$ cat config.mk
export PLATFORM = sky130hd
export DESIGN_NAME = vga_scanner
export DESIGN_NICKNAME = d
export VERILOG_FILES = /design/src/rtl/vga_scanner.sv
export SDC_FILE = /design/constraint.sdc
export NUM_CORES = 1
export LEC_CHECK = 0
export BUFFER_PORTS_ARGS = -buffer_cell sky130_fd_sc_hd__buf_4
export CAP_MARGIN = 40
export CORE_MARGIN = 5
export CORE_UTILIZATION = 40
export CTS_CLUSTER_DIAMETER = 200
export DETAILED_ROUTE_END_ITERATION = 10
export PLACE_DENSITY = 0.66
export SYNTH_ARGS = -nofsm -noshare
export SYNTH_HDL_FRONTEND = slang
export SYNTH_SLANG_ARGS = --single-unit
$ cat constraint.sdc
create_clock -name i_clk -period 4.5 [get_ports i_clk]
set_input_delay 0.9 -clock i_clk [delete_from_list [all_inputs] [get_ports i_clk]]
set_output_delay 0.9 -clock i_clk [all_outputs]
set_load 0.01 [all_outputs]
$ cat src/rtl/vga_scanner.sv
// VGA raster scanner: pixel counters, same-cycle lookup coordinates, colour/sync/blank registered one i_pix_en step behind.
// GAME_AREA_CLIP_EN: when defined, rows at or beyond CLIP_ROWS (default 440) are blanked as outside the game field.
module vga_scanner #(
   parameter int H_ACTIVE  = 640,
   parameter int H_FP      = 16,
   parameter int H_SYNC    = 96,
   parameter int H_BP      = 48,
   parameter int V_ACTIVE  = 480,
   parameter int V_FP      = 10,
   parameter int V_SYNC    = 2,
   parameter int V_BP      = 33
`ifdef GAME_AREA_CLIP_EN
   ,
   parameter int CLIP_ROWS = 440
`endif
) (
   input  logic        i_clk,
   input  logic        i_rst,
   input  logic        i_pix_en,
   output logic [9:0]  o_x,
   output logic [8:0]  o_y,
   input  logic [23:0] i_rgb,
   output logic [7:0]  o_r,
   output logic [7:0]  o_g,
   output logic [7:0]  o_b,
   output logic        o_hs,
   output logic        o_vs,
   output logic        o_blank_n,
   output logic        o_frame_start
);

   localparam int H_TOTAL = H_ACTIVE + H_FP + H_SYNC + H_BP;
   localparam int V_TOTAL = V_ACTIVE + V_FP + V_SYNC + V_BP;
   localparam int HW      = $clog2(H_TOTAL);
   localparam int VW      = $clog2(V_TOTAL);

`ifdef GAME_AREA_CLIP_EN
   localparam int V_VIS   = (CLIP_ROWS < V_ACTIVE) ? CLIP_ROWS : V_ACTIVE;
`else
   localparam int V_VIS   = V_ACTIVE;
`endif

   localparam logic [HW-1:0] H_LAST = HW'(H_TOTAL - 1);
   localparam logic [HW-1:0] H_ACT  = HW'(H_ACTIVE);
   localparam logic [HW-1:0] HS_BEG = HW'(H_ACTIVE + H_FP);
   localparam logic [HW-1:0] HS_END = HW'(H_ACTIVE + H_FP + H_SYNC);
   localparam logic [VW-1:0] V_LAST = VW'(V_TOTAL - 1);
   localparam logic [VW-1:0] V_ACT  = VW'(V_VIS);
   localparam logic [VW-1:0] VS_BEG = VW'(V_ACTIVE + V_FP);
   localparam logic [VW-1:0] VS_END = VW'(V_ACTIVE + V_FP + V_SYNC);

   logic [HW-1:0] h_cnt_q, h_cnt_d;
   logic [VW-1:0] v_cnt_q, v_cnt_d;
   logic [23:0]   rgb_q, rgb_d;
   logic          hs_q, hs_d;
   logic          vs_q, vs_d;
   logic          blank_n_q, blank_n_d;
   logic          frame_start_q, frame_start_d;

   logic          active;
   logic          h_wrap;
   logic          v_wrap;

   always_comb begin
      active        = (h_cnt_q < H_ACT) && (v_cnt_q < V_ACT);
      h_wrap        = (h_cnt_q == H_LAST);
      v_wrap        = (v_cnt_q == V_LAST);

      o_x           = active ? 10'(h_cnt_q) : 10'd0;
      o_y           = active ? 9'(v_cnt_q)  : 9'd0;

      h_cnt_d       = h_cnt_q;
      v_cnt_d       = v_cnt_q;
      rgb_d         = rgb_q;
      hs_d          = hs_q;
      vs_d          = vs_q;
      blank_n_d     = blank_n_q;
      frame_start_d = 1'b0;

      if (i_pix_en) begin
         h_cnt_d = h_wrap ? '0 : h_cnt_q + 1'b1;
         if (h_wrap) begin
            v_cnt_d = v_wrap ? '0 : v_cnt_q + 1'b1;
         end
         // Everything below describes the position being left, so it lags the counters by one step.
         rgb_d         = active ? i_rgb : 24'd0;
         blank_n_d     = active;
         hs_d          = !((h_cnt_q >= HS_BEG) && (h_cnt_q < HS_END));
         vs_d          = !((v_cnt_q >= VS_BEG) && (v_cnt_q < VS_END));
         frame_start_d = h_wrap && v_wrap;
      end
   end

   always_ff @(posedge i_clk) begin
      if (i_rst) begin
         h_cnt_q       <= '0;
         v_cnt_q       <= '0;
         rgb_q         <= '0;
         hs_q          <= 1'b1;
         vs_q          <= 1'b1;
         blank_n_q     <= 1'b0;
         frame_start_q <= 1'b0;
      end else begin
         h_cnt_q       <= h_cnt_d;
         v_cnt_q       <= v_cnt_d;
         rgb_q         <= rgb_d;
         hs_q          <= hs_d;
         vs_q          <= vs_d;
         blank_n_q     <= blank_n_d;
         frame_start_q <= frame_start_d;
      end
   end

   assign o_r           = rgb_q[23:16];
   assign o_g           = rgb_q[15:8];
   assign o_b           = rgb_q[7:0];
   assign o_hs          = hs_q;
   assign o_vs          = vs_q;
   assign o_blank_n     = blank_n_q;
   assign o_frame_start = frame_start_q;

endmodule

==> results of run 1 <==
-- logic make-up after synthesis --
family	after synthesis	share of synthesized area, %
simple gates	84	24.47
flops	48	44.86
compound gates	43	15.30
buf+inv	23	7.593
xor+xnor	11	4.498
fa+ha+maj	4	2.337
mux	2	0.9346
-- cell type report --
cell class,instances,area (µm²),area share (%)
clock buffer,6,82.58,2.973
sequential,48,960.9,34.59
clock inverter,2,38.79,1.396
multi-input combinational,144,1018,36.67
timing repair buffer,75,570.5,20.54
inverter,5,18.77,0.6757
tap,70,87.58,3.153
-- per-stage QoR --
step / hold WS, ns / util (%) / instance area [µm²] / power (mW)
global route: 0.5022 / 54.04 / 2778 / 0.8989
CTS: 0.4867 / 54.04 / 2778 / 0.8724
detailed placement: 0.4554 / 51.68 / 2656 / 0.5446
floorplan: 0.4831 / - / 2142 / 0.4971
global placement: 0.4579 / 51.39 / 2641 / 0.5420
finish: 0.4813 / 54.04 / 2778 / 0.8622
-- sequential cells by signal, summed over array words and instances (netlist names) --
register / flops
rgb_q: 24
h_cnt_q: 10
v_cnt_q: 10
o_blank_n: 1
o_frame_start: 1
o_hs: 1
o_vs: 1
-- Yosys cell counts, drive strengths merged --
library cell	number
dfxtp	48
a22o	24
nor2	16
and2	15
buf	11
a21oi	8
nand4	8
clkbuf	7
nor3	7
nand2	6
xnor2	6
inv	5
nand3	5
o21ai	5
or3	5
xor2	5
and4	4
ha	4
nor4	4
and3	3
mux2i	2
nor4b	2
o31ai	2
or4	2
a31oi	1
and3b	1
nand2b	1
nand3b	1
nand4b	1
nor4bb	1
o21a	1
o21bai	1
o32ai	1
or2	1
or2b	1
-- worst register-to-register path, stage by stage, from the launching register on --
cell,delay [ns]
dfxtp_1,0.42
ha_1,0.19
and4_1,0.33
nand4_2,0.32
or4_1,0.56
a21oi_1,0.14
-- power by group --
part | switching, mW | internal (mW)
clock network | 0.147 | 0.182
registers | 0.00949 | 0.440
logic | 0.0361 | 0.0482
-- per-layer routing --
metal	vias up	track usage, %
met4	0	5.349
met3	8	2.970
met1	844	18.91
met2	31	25.51
li1	902	-
met5	-	0
-- final timing paths --
| kind | startpoint | to | cells after the start |
|---|---|---|---|
| worst max-delay path | v_cnt_q[7] | o_x[5] | 4 |
| worst min-delay path | rgb_q[16] | rgb_q[16] | 1 |
| worst min register to register | rgb_q[16] | rgb_q[16] | 1 |
| worst max register to register | h_cnt_q[0] | v_cnt_q[7] | 5 |
==> out/metrics.csv, run 1 <==
metric;value;unit
CP required;3.60;ns
number of warnings issued by yosys;0;
routability cong.;0.8242;
WL per Instance;14.97;µm
Iter 0 DRT Violations;84;
vias in the first global route;1707;
# rows;26;
Post-Place Setup Slack;1.986;ns
post-route ant nets;0;
most frequent cells in the layout;buf_4, dfxtp_1, a22o_1;
Die Ht;83.18;µm
non-filler cells, final;350;
post-cts repair resize count;0;
Slew @ Worst Pin;0.5231;ns
Synth Area per Inst;9.963;µm²
Mapped Area;2142;µm²
DRC errors left;0;
CP max FO;17;
CTS Hold Buffers Added;0;
top cell family by delay on the critical path;simple AND/OR/NAND/NOR gates;
clock sink count;48;
sequential-to-total area share from yosys stat;44.86;%
Vias/cell;5.100;
PortBufs;73;
area grow syn2layout;29.67;%
Starting Density;41.67;%
unrepaired setup endpoints after global routing;false;
top layer in use;met4;
initial antenna violation count;0;
root buffer cell;clkbuf_8;
M1 WL;2336;µm
area leader, netlist;dfxtp_1;
reg2reg setup slack;2.47;ns
hold crit path type;flip-flop to flip-flop;
post-layout min period;2.715;ns
FF+latch count, synth;48;
static leakage;1.181;nW
DP HPWL;3810;µm
Area contributors post-synth;dfxtp_1, a22o_1, and2_1, buf_6, nor2_1;
Final Net Count;310;
final hold vios;0;
final worst setup slack;1.785;ns
setup TNS;0;ns
Arr. time, crit path;1.81;ns
Worst-Skew Late Latency;0.30;ns
Synth top area share;44.86;%
critical path launch point type;flip-flop;
first-pass GRT wire length;8631;µm
CTS tree;done;
drt first pass iters;4;
Synth Instances;215;
count of different cell masters after synthesis;47;
Core ar.;5140;µm²
Met3 Wirelength;176;µm
Critical Path Max Stage Delay;0.49;ns
CP endpoint kind;output port;
Post-CTS Setup Bufs;0;
ant diodes;0;
DIE AREA;6919;µm²
peak supply drop;0.1517;mV
routed wl met2;2661;µm
run status;finished clean;
setup violators final;0;
power density over cell area;310.4;nW/µm²
Total GRT Usage;15.05;%
period utilisation layout;60.33;%
Filler Cell Count;504;
CP max stage cell;nor3_4;
Clk pin slew, worst setup/hold paths;0.09;ns
via count;1785;
slew margin rel.;65.01;%
crit-path cells;and4_1 -> nor3_4 -> and2_2 -> buf_4;
max-capacitance violation count;0;
Final Max Slew Viols;0;
Max clock buf depth;2;
commonest non-fill, non-tap cell in the layout;buf_4;
critical path class;flip-flop to output port;
num ports;74;
largest net degree at the start of global routing;25;
grt ovf;0;
worst path bufs/invs;1;
dpl cells;342;
post-synth net total;246;
H-Tree Level Count;2;
layout cells sized above 1;33.93;%
Layout Skew;0.01030;ns
maximum clock rate;0.3684;GHz
CTS Buf Count;5;
die width;83.18;µm
Routed WL;5240;µm
(Power assumes the default switching activity.)
==> run 2: changes to the inputs <==
Clock period 4.5 ns to 2.6 ns, I/O delays scaled along.
==> out/metrics.csv, run 2 (same netlist as run 1, synthesis figures left out) <==
metric;value;unit;change
run status;finished clean;;unchanged
ant diodes;0;;unchanged
drt first pass iters;4;;unchanged
setup TNS;0;ns;unchanged
period utilisation layout;90.93;%;
Top Registers;rgb_q x24, h_cnt_q x10, v_cnt_q x10;;unchanged
Final Net Count;310;;unchanged
most frequent cells in the layout;buf_4, dfxtp_1, a22o_1;;unchanged
hold crit path type;primary input to flip-flop;;was flip-flop to flip-flop
Worst-Skew Late Latency;0.30;ns;about the same
Arr. time, crit path;1.84;ns;was 1.81 ns
max reg flops;24;;unchanged
Post-CTS Setup Bufs;0;;unchanged
PortBufs;73;;unchanged
WHS Path Cells;2;;was 1
Final Instance Area;2756;µm²;was 2778 µm²
CP endpoint kind;output port;;unchanged
crit-path cells;and4_1 -> nor3_4 -> and2_2 -> buf_4;;unchanged
Hold Startpoint;i_rgb[12];;was rgb_q[16]
num ports;74;;unchanged
post-cts repair resize count;0;;unchanged
Die Ht;83.18;µm;unchanged
CP required;2.08;ns;was 3.60 ns
clock sink count;48;;unchanged
critical path launch point type;flip-flop;;unchanged
initial antenna violation count;0;;unchanged
max-capacitance violation count;0;;unchanged
Slew @ Worst Pin;0.5545;ns;was 0.5231 ns
post-route ant nets;0;;unchanged
r2r worst-path depth;5;;unchanged
peak supply drop;0.3117;mV;was 0.1517 mV
WL per Instance;14.75;µm;was 14.97 µm
via count;1787;;was 1785
worst hold path endpoint;rgb_q[12];;was rgb_q[16]
Clk pin slew, worst setup/hold paths;0.09;ns;about the same
commonest non-fill, non-tap cell in the layout;buf_4;;unchanged
DRC errors left;0;;unchanged
static leakage;1.172;nW;was 1.181 nW
Routed WL;5163;µm;was 5240 µm
worst path bufs/invs;1;;unchanged
Filler Cell Count;531;;was 504
r2r startpoint;h_cnt_q[0];;unchanged
setup violators final;0;;unchanged
root buffer cell;clkbuf_8;;unchanged
top cell family by delay on the critical path;simple AND/OR/NAND/NOR gates;;unchanged
Starting Density;41.67;%;unchanged
unrepaired setup endpoints after global routing;false;;unchanged
CP max stage cell;nor3_4;;unchanged
power density over cell area;527.8;nW/µm²;was 310.4 nW/µm²
maximum clock rate;0.4230;GHz;
die width;83.18;µm;unchanged
first-pass GRT wire length;8583;µm;was 8631 µm
Critical Path Max Stage Delay;0.52;ns;was 0.49 ns
Layout Skew;0.004706;ns;was 0.01030 ns
CTS Buf Count;5;;unchanged
grt ovf;0;;unchanged
CTS tree;done;;unchanged
# rows;26;;unchanged
routability cong.;0.8331;;was 0.8242
CP Launch Point;v_cnt_q[6];;was v_cnt_q[7]
largest net degree at the start of global routing;25;;unchanged
slew margin rel.;62.91;%;was 65.01%
DIE AREA;6919;µm²;unchanged
Fin Hold WS;0.4296;ns;was 0.4813 ns
Vias/cell;5.106;;was 5.100
reg2reg setup slack;0.55;ns;was 2.47 ns
DP HPWL;3704;µm;was 3810 µm
reg2reg end;v_cnt_q[7];;unchanged
vias in the first global route;1677;;was 1707
post-layout min period;2.364;ns;
CP max FO;17;;unchanged
Max clock buf depth;2;;unchanged
Total GRT Usage;15.24;%;was 15.05%
Iter 0 DRT Violations;94;;was 84
final hold vios;0;;unchanged
Final Max Slew Viols;0;;unchanged
H-Tree Level Count;2;;unchanged
Core ar.;5140;µm²;unchanged
layout cells sized above 1;33.57;%;was 33.93%
largest reg by FF count;rgb_q;;unchanged
Final Util;53.63;%;was 54.04%
area grow syn2layout;28.68;%;was 29.67%
placed cell area;2649;µm²;was 2656 µm²
CTS Hold Buffers Added;0;;unchanged
critical path class;flip-flop to output port;;unchanged
==> run 2: how the worst max path moves through the flow <==
stage | endpoint | slack, ns | depth (start not counted)
after global placement | v_cnt_q[7] | 0.51 | 5
after detailed placement | v_cnt_q[7] | 0.47 | 5
after CTS | o_x[5] | 0.19 | 4
after floorplan | o_x[6] | 0.75 | 6
final | o_x[5] | 0.24 | 4
after global routing | o_x[4] | 0.06 | 4
==> run 2: power by group <==
part           internal, mW  leakage, nW  total (mW)  switching, mW
Sequential            0.761        0.392       0.778         0.0169
Combinational        0.0823        0.725       0.144         0.0616
Clock                 0.286       0.0552       0.533          0.248
==> run 2: layer usage <==
metal	wire length [µm]	global-route usage [%]
met1	2304	19.06
met4	40	4.903
met5	0	0
met2	2576	24.71
met3	241	5.050
==> run 2: final cells by class <==
cell class | count | area (µm²) | area share [%]
clock inverters | 2 | 35.03 | 1.271
multi-input cells | 144 | 1018 | 36.95
flip-flops and latches | 48 | 960.9 | 34.86
repair buffers | 75 | 563.0 | 20.43
inverters | 5 | 18.77 | 0.6809
clock buffers | 6 | 72.57 | 2.633
well taps | 70 | 87.58 | 3.177
==> run 2: metrics by stage <==
| stage | power (mW) | setup slack, ns | instances |
|---|---|---|---|
| 3_5_place_dp | 0.9407 | 0.4716 | 342 |
| 2_1_floorplan | 0.8604 | 0.7550 | 215 |
| 5_1_grt | 1.525 | 0.05785 | 350 |
| 6_report | 1.455 | 0.2358 | 350 |
| 3_3_place_gp | 0.9392 | 0.5132 | 342 |
| 4_1_cts | 1.474 | 0.1940 | 350 |
==> run 2: worst register-to-register path, delay by kind of cell, from the launching register on <==
family / cells / cell delay [ns]
AO/OA/AOI/OAI: 1 / 0.14
AND/OR/NAND/NOR: 3 / 1.22
adder cells (fa/ha/maj): 1 / 0.19
flip-flops: 1 / 0.43
==> run 3: changes to the inputs <==
Settings changed: CORE_UTILIZATION 40 to 49, PLACE_DENSITY 0.66 to 0.78.
==> out/metrics.csv, run 3 (same netlist as run 1, synthesis figures left out) <==
metric;value;unit;change
run status;finished clean;;unchanged
largest reg by FF count;rgb_q;;unchanged
critical path launch point type;flip-flop;;unchanged
root buffer cell;clkbuf_8;;unchanged
static leakage;1.175;nW;was 1.172 nW
max-capacitance violation count;0;;unchanged
layout cells sized above 1;33.93;%;was 33.57%
num ports;74;;unchanged
vias in the first global route;1648;;was 1677
drt first pass iters;4;;unchanged
Max clock buf depth;2;;unchanged
CTS tree;done;;unchanged
FF/Latch Area;960.9;µm²;unchanged
DIE AREA;5793;µm²;was 6919 µm²
Arr. time, crit path;1.79;ns;was 1.84 ns
setup violators final;0;;unchanged
multi-input logic area;1018;µm²;unchanged
ant diodes;0;;unchanged
unrepaired setup endpoints after global routing;false;;unchanged
CTS Hold Buffers Added;0;;unchanged
H-Tree Level Count;2;;unchanged
r2r startpoint;h_cnt_q[0];;unchanged
Die Ht;76.12;µm;was 83.18 µm
CTS Buf Count;5;;unchanged
peak supply drop;0.4338;mV;was 0.3117 mV
Critical Path Max Stage Delay;0.47;ns;was 0.52 ns
CP required;2.08;ns;about the same
setup TNS;0;ns;unchanged
routability cong.;0.7930;;was 0.8331
grt ovf;0;;unchanged
worst hold path endpoint;rgb_q[1];;was rgb_q[12]
Vias/cell;5.458;;was 5.106
CP endpoint kind;output port;;unchanged
initial antenna violation count;0;;unchanged
period utilisation layout;88.78;%;was 90.93%
DP HPWL;3641;µm;was 3704 µm
Filler Cell Count;361;;was 531
reg2reg setup slack;0.56;ns;was 0.55 ns
Slew @ Worst Pin;0.4933;ns;was 0.5545 ns
hold crit path type;primary input to flip-flop;;unchanged
largest net degree at the start of global routing;25;;unchanged
Hold Startpoint;i_rgb[1];;was i_rgb[12]
Final Net Count;310;;unchanged
post-layout min period;2.308;ns;was 2.364 ns
Starting Density;49.88;%;was 41.67%
commonest non-fill, non-tap cell in the layout;buf_4;;unchanged
clock sink count;48;;unchanged
Core ar.;4294;µm²;was 5140 µm²
DRC errors left;0;;unchanged
post-route ant nets;0;;unchanged
Routed WL;5115;µm;was 5163 µm
Final Max Slew Viols;0;;unchanged
maximum clock rate;0.4332;GHz;was 0.4230 GHz
die width;76.12;µm;was 83.18 µm
final hold vios;0;;unchanged
reg2reg end;v_cnt_q[7];;unchanged
WHS Path Cells;2;;unchanged
r2r worst-path depth;5;;unchanged
Worst-Skew Late Latency;0.30;ns;about the same
via count;1812;;was 1787
critical path class;flip-flop to output port;;unchanged
power density over cell area;536.5;nW/µm²;was 527.8 nW/µm²
CP max FO;17;;unchanged
CP max stage cell;nor3_4;;unchanged
crit-path cells;and4_1 -> nor3_4 -> and2_2 -> buf_4;;unchanged
Final Util;63.87;%;was 53.63%
Design Power;1.471;mW;was 1.455 mW
Clk pin slew, worst setup/hold paths;0.10;ns;was 0.09 ns
# rows;24;;was 26
first-pass GRT wire length;8155;µm;was 8583 µm
max reg flops;24;;unchanged
Post-CTS Setup Bufs;0;;unchanged
Iter 0 DRT Violations;77;;was 94
PortBufs;73;;unchanged
area grow syn2layout;28.04;%;was 28.68%
Layout Skew;0.007130;ns;was 0.004706 ns
most frequent cells in the layout;buf_4, dfxtp_1, a22o_1;;unchanged
slew margin rel.;67.01;%;was 62.91%
Top Registers;rgb_q x24, h_cnt_q x10, v_cnt_q x10;;unchanged
post-cts repair resize count;0;;unchanged
Total GRT Usage;16.95;%;was 15.24%
WL per Instance;15.41;µm;was 14.75 µm
==> run 3: changes by cell type in the layout (fill, tap and decap cells not counted) <==
cell and change:
clkinv_2 -1, clkinv_4 +2, clkbuf_1 -1
==> run 3: area by class of cell <==
| cell class | count | area share [%] |
|---|---|---|
| repair buffers | 75 | 20.53 |
| well taps | 52 | 2.372 |
| clock inverters | 3 | 1.734 |
| multi-input cells | 144 | 37.14 |
| clock buffers | 5 | 2.509 |
| inverters | 5 | 0.6843 |
| flip-flops and latches | 48 | 35.04 |
==> run 3: routing by layer <==
| metal | global-route usage [%] | part of all wire [%] | wire (µm) |
|---|---|---|---|
| met2 | 28.08 | 50 | 2575 |
| met3 | 5.201 | 3.9 | 199 |
| met5 | 0 | 0 | 0 |
| met1 | 20.54 | 43 | 2221 |
| met4 | 6.294 | 2.3 | 119 |
==> run 3: worst max-delay path by stage <==
stage	from	cells after the start	endpoint	slack, ns
2_1_floorplan	v_cnt_q[5]	6	o_x[6]	0.75
3_3_place_gp	i_pix_en	5	v_cnt_q[7]	0.56
3_5_place_dp	i_pix_en	5	v_cnt_q[7]	0.49
4_1_cts	v_cnt_q[6]	4	o_x[5]	0.25
5_1_grt	v_cnt_q[5]	4	o_x[5]	0.1
6_report	v_cnt_q[6]	4	o_x[5]	0.29
==> run 3: critical path: cells and delay by family (launching register included) <==
| family | cells | cell delay [ns] |
|---|---|---|
| buf+inv | 1 | 0.11 |
| simple gates | 3 | 0.99 |
| flops | 1 | 0.38 |
==> run 3: report_power, final <==
group	internal, mW	switching (mW)
combinational	0.0824	0.0631
clock	0.290	0.259
sequential	0.761	0.0162
==> run 3: metrics by stage <==
step / area, µm² / cells / setup slack, ns / hold slack (ns)
after detailed placement: 2626 / 324 / 0.4883 / 0.4564
after global routing: 2743 / 332 / 0.09882 / 0.4115
after CTS: 2743 / 332 / 0.2488 / 0.4260
final: 2743 / 332 / 0.2916 / 0.4287
after global placement: 2626 / 324 / 0.5590 / 0.4579
after floorplan: 2142 / 215 / 0.7550 / 0.4831
